<file path="src/rtl/vga_scaled_renderer.sv">
// Upscaled frame-buffer window renderer with latency-matched sync/DE pipeline.
// Optional macro TEST_PATTERN_EN adds an 8-bar test pattern and its enable input.
module vga_scaled_renderer #(
    parameter int          H_ACTIVE    = 640,
    parameter int          V_ACTIVE    = 480,
    parameter int          CW          = 10,
    parameter int          FB_W        = 320,
    parameter int          FB_H        = 240,
    parameter int          SCALE_SHIFT = 1,
    parameter int          WIN_X0      = 0,
    parameter int          WIN_Y0      = 0,
    parameter int          AW          = 17,
    parameter int          FB_LATENCY  = 2,
    parameter int          OUT_W       = 8,
    parameter logic [23:0] BORDER_RGB  = 24'h000040
) (
    input  logic             clk,
    input  logic             reset,
    input  logic [CW-1:0]    x_in,
    input  logic [CW-1:0]    y_in,
    input  logic             active_in,
    input  logic             hsync_in,
    input  logic             vsync_in,
    input  logic [1:0]       display_mode,
    input  logic [7:0]       threshold,
`ifdef TEST_PATTERN_EN
    input  logic             test_pattern_enable,
`endif
    output logic [AW-1:0]    fb_addr,
    output logic             fb_rd_en,
    input  logic [15:0]      fb_data,
    output logic [OUT_W-1:0] vga_r,
    output logic [OUT_W-1:0] vga_g,
    output logic [OUT_W-1:0] vga_b,
    output logic             hsync_out,
    output logic             vsync_out,
    output logic             de_out
);

    localparam int L      = FB_LATENCY + 2;
    localparam int PD     = L - 1;
    localparam int WIN_X1 = WIN_X0 + (FB_W << SCALE_SHIFT);
    localparam int WIN_Y1 = WIN_Y0 + (FB_H << SCALE_SHIFT);
    localparam logic [CW-1:0] ROW_MASK = CW'((1 << SCALE_SHIFT) - 1);
    localparam logic [7:0] BORDER_R = BORDER_RGB[23:16];
    localparam logic [7:0] BORDER_G = BORDER_RGB[15:8];
    localparam logic [7:0] BORDER_B = BORDER_RGB[7:0];

    logic [CW-1:0] x_off, y_off, col;
    logic          in_act, in_x, in_y, in_win, line_start, frame_start, row_step, rd_now;
    logic [AW-1:0] row_base, row_base_cur;
    logic [1:0]    mode_sh;
    logic [7:0]    thr_sh;

    logic [PD-1:0] act_p, win_p, hs_p, vs_p;

`ifdef TEST_PATTERN_EN
    localparam int BAR_W = H_ACTIVE / 8;
    logic          tp_sh, tp_now;
    logic [CW-1:0] bar_cnt, bar_cnt_cur;
    logic [2:0]    bar_idx, bar_idx_cur;
    logic [PD-1:0] tp_p;
    logic [2:0]    idx_p [PD];
`endif

    // Stage A decode. row_base_cur already holds this line's base on its x==0
    // cycle, so the first pixel of every line addresses the correct row.
    always_comb begin
        x_off       = x_in - CW'(WIN_X0);
        y_off       = y_in - CW'(WIN_Y0);
        col         = x_off >> SCALE_SHIFT;
        in_act      = active_in && (int'(x_in) < H_ACTIVE) && (int'(y_in) < V_ACTIVE);
        in_x        = (int'(x_in) >= WIN_X0) && (int'(x_in) < WIN_X1);
        in_y        = (int'(y_in) >= WIN_Y0) && (int'(y_in) < WIN_Y1);
        in_win      = in_act && in_x && in_y;
        line_start  = in_act && (x_in == '0);
        frame_start = line_start && (y_in == '0);
        row_step    = (int'(y_in) > WIN_Y0) && in_y && ((y_off & ROW_MASK) == '0);
        row_base_cur = row_base;
        if (line_start) begin
            if (y_in == CW'(WIN_Y0))
                row_base_cur = '0;
            else if (row_step)
                row_base_cur = row_base + AW'(FB_W);
        end
`ifdef TEST_PATTERN_EN
        tp_now      = frame_start ? test_pattern_enable : tp_sh;
        bar_cnt_cur = line_start ? '0 : bar_cnt;
        bar_idx_cur = line_start ? 3'd0 : bar_idx;
        rd_now      = in_win && !tp_now;
`else
        rd_now      = in_win;
`endif
    end

    // fb_rd_en marks a request whose data must be on fb_data exactly
    // FB_LATENCY cycles later; there is no backpressure.
    always_ff @(posedge clk) begin
        if (reset) begin
            fb_addr  <= '0;
            fb_rd_en <= 1'b0;
            row_base <= '0;
        end else begin
            row_base <= row_base_cur;
            fb_rd_en <= rd_now;
            if (rd_now)
                fb_addr <= row_base_cur + AW'(col);
        end
    end

    // Frame-start shadows keep mode changes from tearing a frame.
    always_ff @(posedge clk) begin
        if (reset) begin
            mode_sh <= 2'b00;
            thr_sh  <= 8'h80;
        end else if (frame_start) begin
            mode_sh <= display_mode;
            thr_sh  <= threshold;
        end
    end

    always_ff @(posedge clk) begin
        if (reset) begin
            act_p <= '0;
            win_p <= '0;
            hs_p  <= '1;
            vs_p  <= '1;
        end else begin
            act_p <= {act_p[PD-2:0], in_act};
            win_p <= {win_p[PD-2:0], in_win};
            hs_p  <= {hs_p[PD-2:0], hsync_in};
            vs_p  <= {vs_p[PD-2:0], vsync_in};
        end
    end

`ifdef TEST_PATTERN_EN
    always_ff @(posedge clk) begin
        if (reset) begin
            tp_sh   <= 1'b0;
            bar_cnt <= '0;
            bar_idx <= 3'd0;
            tp_p    <= '0;
            for (int i = 0; i < PD; i++) idx_p[i] <= 3'd0;
        end else begin
            if (frame_start) tp_sh <= test_pattern_enable;
            if (in_act) begin
                if (bar_cnt_cur == CW'(BAR_W - 1)) begin
                    bar_cnt <= '0;
                    bar_idx <= bar_idx_cur + 3'd1;
                end else begin
                    bar_cnt <= bar_cnt_cur + CW'(1);
                    bar_idx <= bar_idx_cur;
                end
            end
            tp_p     <= {tp_p[PD-2:0], tp_now};
            idx_p[0] <= bar_idx_cur;
            for (int i = 1; i < PD; i++) idx_p[i] <= idx_p[i-1];
        end
    end
`endif

    logic [7:0] r8, g8, b8, luma, cr, cg, cb;

    always_comb begin
        r8   = {fb_data[15:11], fb_data[15:13]};
        g8   = {fb_data[10:5],  fb_data[10:9]};
        b8   = {fb_data[4:0],   fb_data[4:2]};
        luma = (r8 >> 2) + (g8 >> 1) + (b8 >> 3);
        cr   = r8;
        cg   = g8;
        cb   = b8;
        case (mode_sh)
            2'b01: begin
                cr = luma;
                cg = luma;
                cb = luma;
            end
            2'b10: begin
                cr = (luma > thr_sh) ? 8'hFF : 8'h00;
                cg = cr;
                cb = cr;
            end
            2'b11: begin
                cr = b8;
                cg = r8;
                cb = g8;
            end
            default: ;
        endcase
    end

    always_ff @(posedge clk) begin
        if (reset) begin
            vga_r     <= '0;
            vga_g     <= '0;
            vga_b     <= '0;
            de_out    <= 1'b0;
            hsync_out <= 1'b1;
            vsync_out <= 1'b1;
        end else begin
            de_out    <= act_p[PD-1];
            hsync_out <= hs_p[PD-1];
            vsync_out <= vs_p[PD-1];
            if (!act_p[PD-1]) begin
                vga_r <= '0;
                vga_g <= '0;
                vga_b <= '0;
            end
`ifdef TEST_PATTERN_EN
            else if (tp_p[PD-1]) begin
                vga_r <= {OUT_W{~idx_p[PD-1][2]}};
                vga_g <= {OUT_W{~idx_p[PD-1][1]}};
                vga_b <= {OUT_W{~idx_p[PD-1][0]}};
            end
`endif
            else if (!win_p[PD-1]) begin
                vga_r <= BORDER_R[7 -: OUT_W];
                vga_g <= BORDER_G[7 -: OUT_W];
                vga_b <= BORDER_B[7 -: OUT_W];
            end else begin
                vga_r <= cr[7 -: OUT_W];
                vga_g <= cg[7 -: OUT_W];
                vga_b <= cb[7 -: OUT_W];
            end
        end
    end

endmodule

</file>
<file path="config.mk">
export PLATFORM = sky130hd
export DESIGN_NAME = vga_scaled_renderer
export DESIGN_NICKNAME = d
export VERILOG_FILES = /design/src/rtl/vga_scaled_renderer.sv
export SDC_FILE = /design/constraint.sdc
export NUM_CORES = 1
export LEC_CHECK = 0
export ABC_AREA = 1
export CAP_MARGIN = 30
export CORE_UTILIZATION = 35
export CTS_CLUSTER_DIAMETER = 50
export DETAILED_ROUTE_END_ITERATION = 6
export PLACE_DENSITY_LB_ADDON = 0.1
export SKIP_CTS_REPAIR_TIMING = 1
export SLEW_MARGIN = 15
export SYNTH_ARGS = -nofsm -noshare
export SYNTH_HDL_FRONTEND = slang
export SYNTH_SLANG_ARGS = --single-unit
</file>
<file path="constraint.sdc">
create_clock -name clk -period 5.9 [get_ports clk]
set_clock_uncertainty 0.2 [all_clocks]
set_input_delay 1.77 -clock clk [delete_from_list [all_inputs] [get_ports clk]]
set_output_delay 1.77 -clock clk [all_outputs]
set_load 0.03 [all_outputs]
</file>
==> metrics.csv <==
metric,value,unit
post_synth_arst_share,0,%
clk_root_buffer_cell,sky130_fd_sc_hd__clkbuf_16,
synth_cell_types,45,
timing.critical_path.slowest_stage_cell,sky130_fd_sc_hd__fa_1,
drive_above_1_share,7.37,%
design.final.nets,825,
met3_routed_length,738,um
static-leakage-power,2.81,nW
top_layer,met4,
maxCapViolCount,0,
post_synth_instance_area,4650,um^2
p_seq_share,43.1,%
final_min_period_over_clock_period,94.6,%
detail_route.first_pass.iterations,5,
grt_first_pass_wirelength,19200,um
most_frequent_cells_in_the_layout,"115 x sky130_fd_sc_hd__nand2_1, 111 x sky130_fd_sc_hd__inv_1, 95 x sky130_fd_sc_hd__clkdlybuf4s50_1",
final.setup.worst_slack,0.316,ns
placed_cells,903,
ys_dominant_reg_cell,sky130_fd_sc_hd__dfxtp_1,
dp.final_hpwl,8990,um
floorplan_die_width,117,um
m1WireLength,5740,um
wl_per_cell,12.6,um
critical_path.top_delay_family,adder cells,
fmax,0.179,GHz
synth_edf_count,0,
leading_cell_type_in_the_layout_fill_and_taps_excluded,sky130_fd_sc_hd__nand2_1,
unrepaired_setup_endpoints_after_global_routing,no,
post_synth_adder_cell_area,9.74,%
placement_rows,41,
worst_r2r_startpoint,row_base[6]$_SDFF_PP0_,
timing.critical_path.arrival,5.59,ns
regToRegEndpoint,fb_addr[13]$_SDFFE_PP0P_,
power.total,1.33,mW
r2r.worst_path.cells,15,
dieArea,13800,um^2
synth_nets,730,
dp_slack,-0.0383,ns
place.port_buffers,95,
portion_of_the_post_synthesis_area_used_by_sequential_elements,35.7,%
cp-start-kind,input pin,
area_growth,30.4,%
cts.sink_count,83,
power.combinational.fraction,15.8,%
cts_buffers,9,
cp.buffers_inverters,4,
setup_viol_count_final,0,
worstHoldPathType,reg2reg,
nFillCells,1260,
timing.final.hold_violations,0,
final.hold.worst_slack,0.203,ns
floorplan.die.height,117,um
clock_tree.htree_level_count,3,
insertedDiodeCount,0,
tns,0,ns
synthCells,647,
final_max_slew_viol_count,0,
regToRegSetupSlack,3.01,ns
postLayoutCoreUtil,47.5,%
netSwitchingFraction,25.8,%
outcome,"finished, final reports clean",
worst_path_most_repeated_cell,sky130_fd_sc_hd__nor2_1,
net_switching_component_of_the_power,0.344,mW
initialDrtViolationCount,213,
min_from,act_p[1]$_SDFF_PP0_,
detail-route-antenna-nets,0,
endpoint_kind,flip-flop,
detailroute.wirelength.met2,4960,um
drt-total-wl,11600,um
synth_compound_gate_area_share,13.2,%
min_period,5.58,ns
path_max_fanout,4,
post_layout_nonfiller_instances,918,
routed_via_density,4.71,
cts_tree,done,
post_synth_and_or_nand_nor_area_fraction,27.6,%
cp_cell_sequence,clkdlybuf4s50_1 -> inv_1 -> fa_1 -> inv_1 -> ha_1 -> fa_1 -> a21oi_1 -> nor2_1 -> nor2_1 -> nor2_1 -> o21ai_0 -> nand2_1 -> ha_1 -> nand2_1 -> nor2_1 -> nand4_1 -> nand3_1 -> inv_1 -> a211oi_1 -> a21oi_1,
vdd_drop_max,0.144,mV
core,12800,um^2
min_to,act_p[2]$_SDFF_PP0_,
synth-seq-cells,83,
dpl_cell_area,5780,um^2
clock_transition_at_the_registers_of_the_reported_paths,0.06,ns
post_synth_xor_area_fraction,2.45,%
post_synth.cell_area_avg,7.19,um^2
share_clk_of_total_power,41.1,%
max-slew-margin-rel,48.1,%
initial_utilization,36.4,%
synth.yosys.warnings,0,
tightestPinTransition,0.773,ns
clock_latency_reported_for_the_late_side_of_the_worst_skew_pair,0.35,ns
cpPeakStageDelay,0.54,ns
power_per_standard_cell_area,220,nW/um^2
number_of_global_route_vias_before_repair,4058,
setup.worst_path.class,in2reg,
globalplace.congestion,0.915,
stdcell_area,6070,um^2
cp.required,5.91,ns
whs_path_depth,2,
grtUsageTotal,18.2,%
synth_top_family_by_area,simple AND/OR/NAND/NOR gates,
num_vias,4326,
grt_start_max_net_pins,32,
ioPinCount,96,
clock_path_buffers,2,
grt_antenna_before_repair,0,
post-route-drc-count,0,
post_synth_mux_area_share,0,%
grt.overflow.total,0,
internal_power,0.988,mW
[cell families (layout without fill, tap and decap cells)]
| group | count (synthesis) | count (layout) |
|---|---|---|
| fa+ha+maj | 32 | 32 |
| simple gates | 275 | 275 |
| buf+inv | 134 | 233 |
| flops | 83 | 83 |
| xor+xnor | 13 | 13 |
| compound gates | 110 | 110 |
[power groups by stage]
stage	sequential, mW	clock (mW)	combinational, mW
floorplan	0.601	0	0.108
global placement	0.587	0	0.206
detailed placement	0.587	0	0.209
CTS	0.575	0.565	0.210
global route	0.575	0.588	0.237
finish	0.575	0.547	0.210
[worst max-delay path by stage]
stage	slack (ns)	from	cells past startpoint	endpoint
finish	0.32	fb_data[1]	20	vga_r[3]$_SDFF_PP0_
global route	0.005	fb_data[1]	20	vga_g[3]$_SDFF_PP0_
CTS	0.31	fb_data[1]	20	vga_r[3]$_SDFF_PP0_
detailed placement	-0.04	fb_data[1]	20	vga_r[3]$_SDFF_PP0_
global placement	0.12	fb_data[1]	20	vga_g[3]$_SDFF_PP0_
floorplan	0.75	fb_data[1]	19	vga_b[3]$_SDFF_PP0_
[state kept, by name, summed over array words and instances (netlist names)]
register   cells
row_base      17
de_out         1
vga_b          8
fb_addr       17
vga_r          8
vs_p           3
hs_p           3
win_p          3
vga_g          8
thr_sh         8
act_p          3
vsync_out      1
mode_sh        2
hsync_out      1
[synthesized netlist by cell type, types with 2 or more instances]
master / number / area [um^2]
sky130_fd_sc_hd__clkinv_1: 2 / 7.51
sky130_fd_sc_hd__ha_1: 25 / 313
sky130_fd_sc_hd__o2111ai_1: 2 / 17.5
sky130_fd_sc_hd__a31oi_1: 3 / 18.8
sky130_fd_sc_hd__xnor2_1: 6 / 52.6
sky130_fd_sc_hd__nand2_1: 115 / 432
sky130_fd_sc_hd__buf_2: 2 / 10.0
sky130_fd_sc_hd__nand2_2: 3 / 18.8
sky130_fd_sc_hd__nor3_1: 11 / 55.1
sky130_fd_sc_hd__clkbuf_1: 14 / 52.6
sky130_fd_sc_hd__nor2_2: 3 / 18.8
sky130_fd_sc_hd__o21ai_0: 47 / 235
sky130_fd_sc_hd__inv_1: 111 / 417
sky130_fd_sc_hd__nor2_1: 82 / 308
sky130_fd_sc_hd__o221ai_1: 5 / 43.8
sky130_fd_sc_hd__inv_2: 3 / 11.3
sky130_fd_sc_hd__a21o_1: 2 / 15.0
sky130_fd_sc_hd__a21oi_1: 38 / 190
sky130_fd_sc_hd__o21bai_1: 3 / 22.5
sky130_fd_sc_hd__xor2_1: 7 / 61.3
sky130_fd_sc_hd__or2_2: 8 / 50.1
sky130_fd_sc_hd__nand4_1: 10 / 62.6
sky130_fd_sc_hd__nand3_1: 21 / 105
sky130_fd_sc_hd__o211ai_1: 2 / 15.0
sky130_fd_sc_hd__nand2_4: 2 / 22.5
sky130_fd_sc_hd__nor4_1: 2 / 12.5
sky130_fd_sc_hd__o21ai_1: 3 / 15.0
sky130_fd_sc_hd__nor2_4: 4 / 45.0
sky130_fd_sc_hd__nand3_2: 6 / 60.1
sky130_fd_sc_hd__fa_1: 7 / 140
sky130_fd_sc_hd__nand3b_1: 2 / 15.0
sky130_fd_sc_hd__dfxtp_1: 83 / 1660
[routing by layer]
layer  vias up  GRT usage, %
met5         -             0
met4         0          4.56
met3        11          5.41
met2       129          28.4
met1      1939          24.4
li1       2247             -
[final cells by class]
cell class	instances	area, um^2	area share, %
clock buffers	10	229	3.77
clock inverters	5	55.1	0.908
inverters	116	435	7.18
multi-input cells	430	2470	40.7
flip-flops and latches	83	1660	27.4
well taps	172	215	3.55
repair buffers	102	1000	16.5
[worst register-to-register path, delay by kind of cell (launching register included)]
family	cells	cell delay, ns
buffers and inverters	1	0.03
adders and majority gates	2	0.62
and+or+nand+nor	10	1.29
AOI/OAI and AO/OA	2	0.30
DFF	1	0.35
Power figures use the tool's default switching activity.
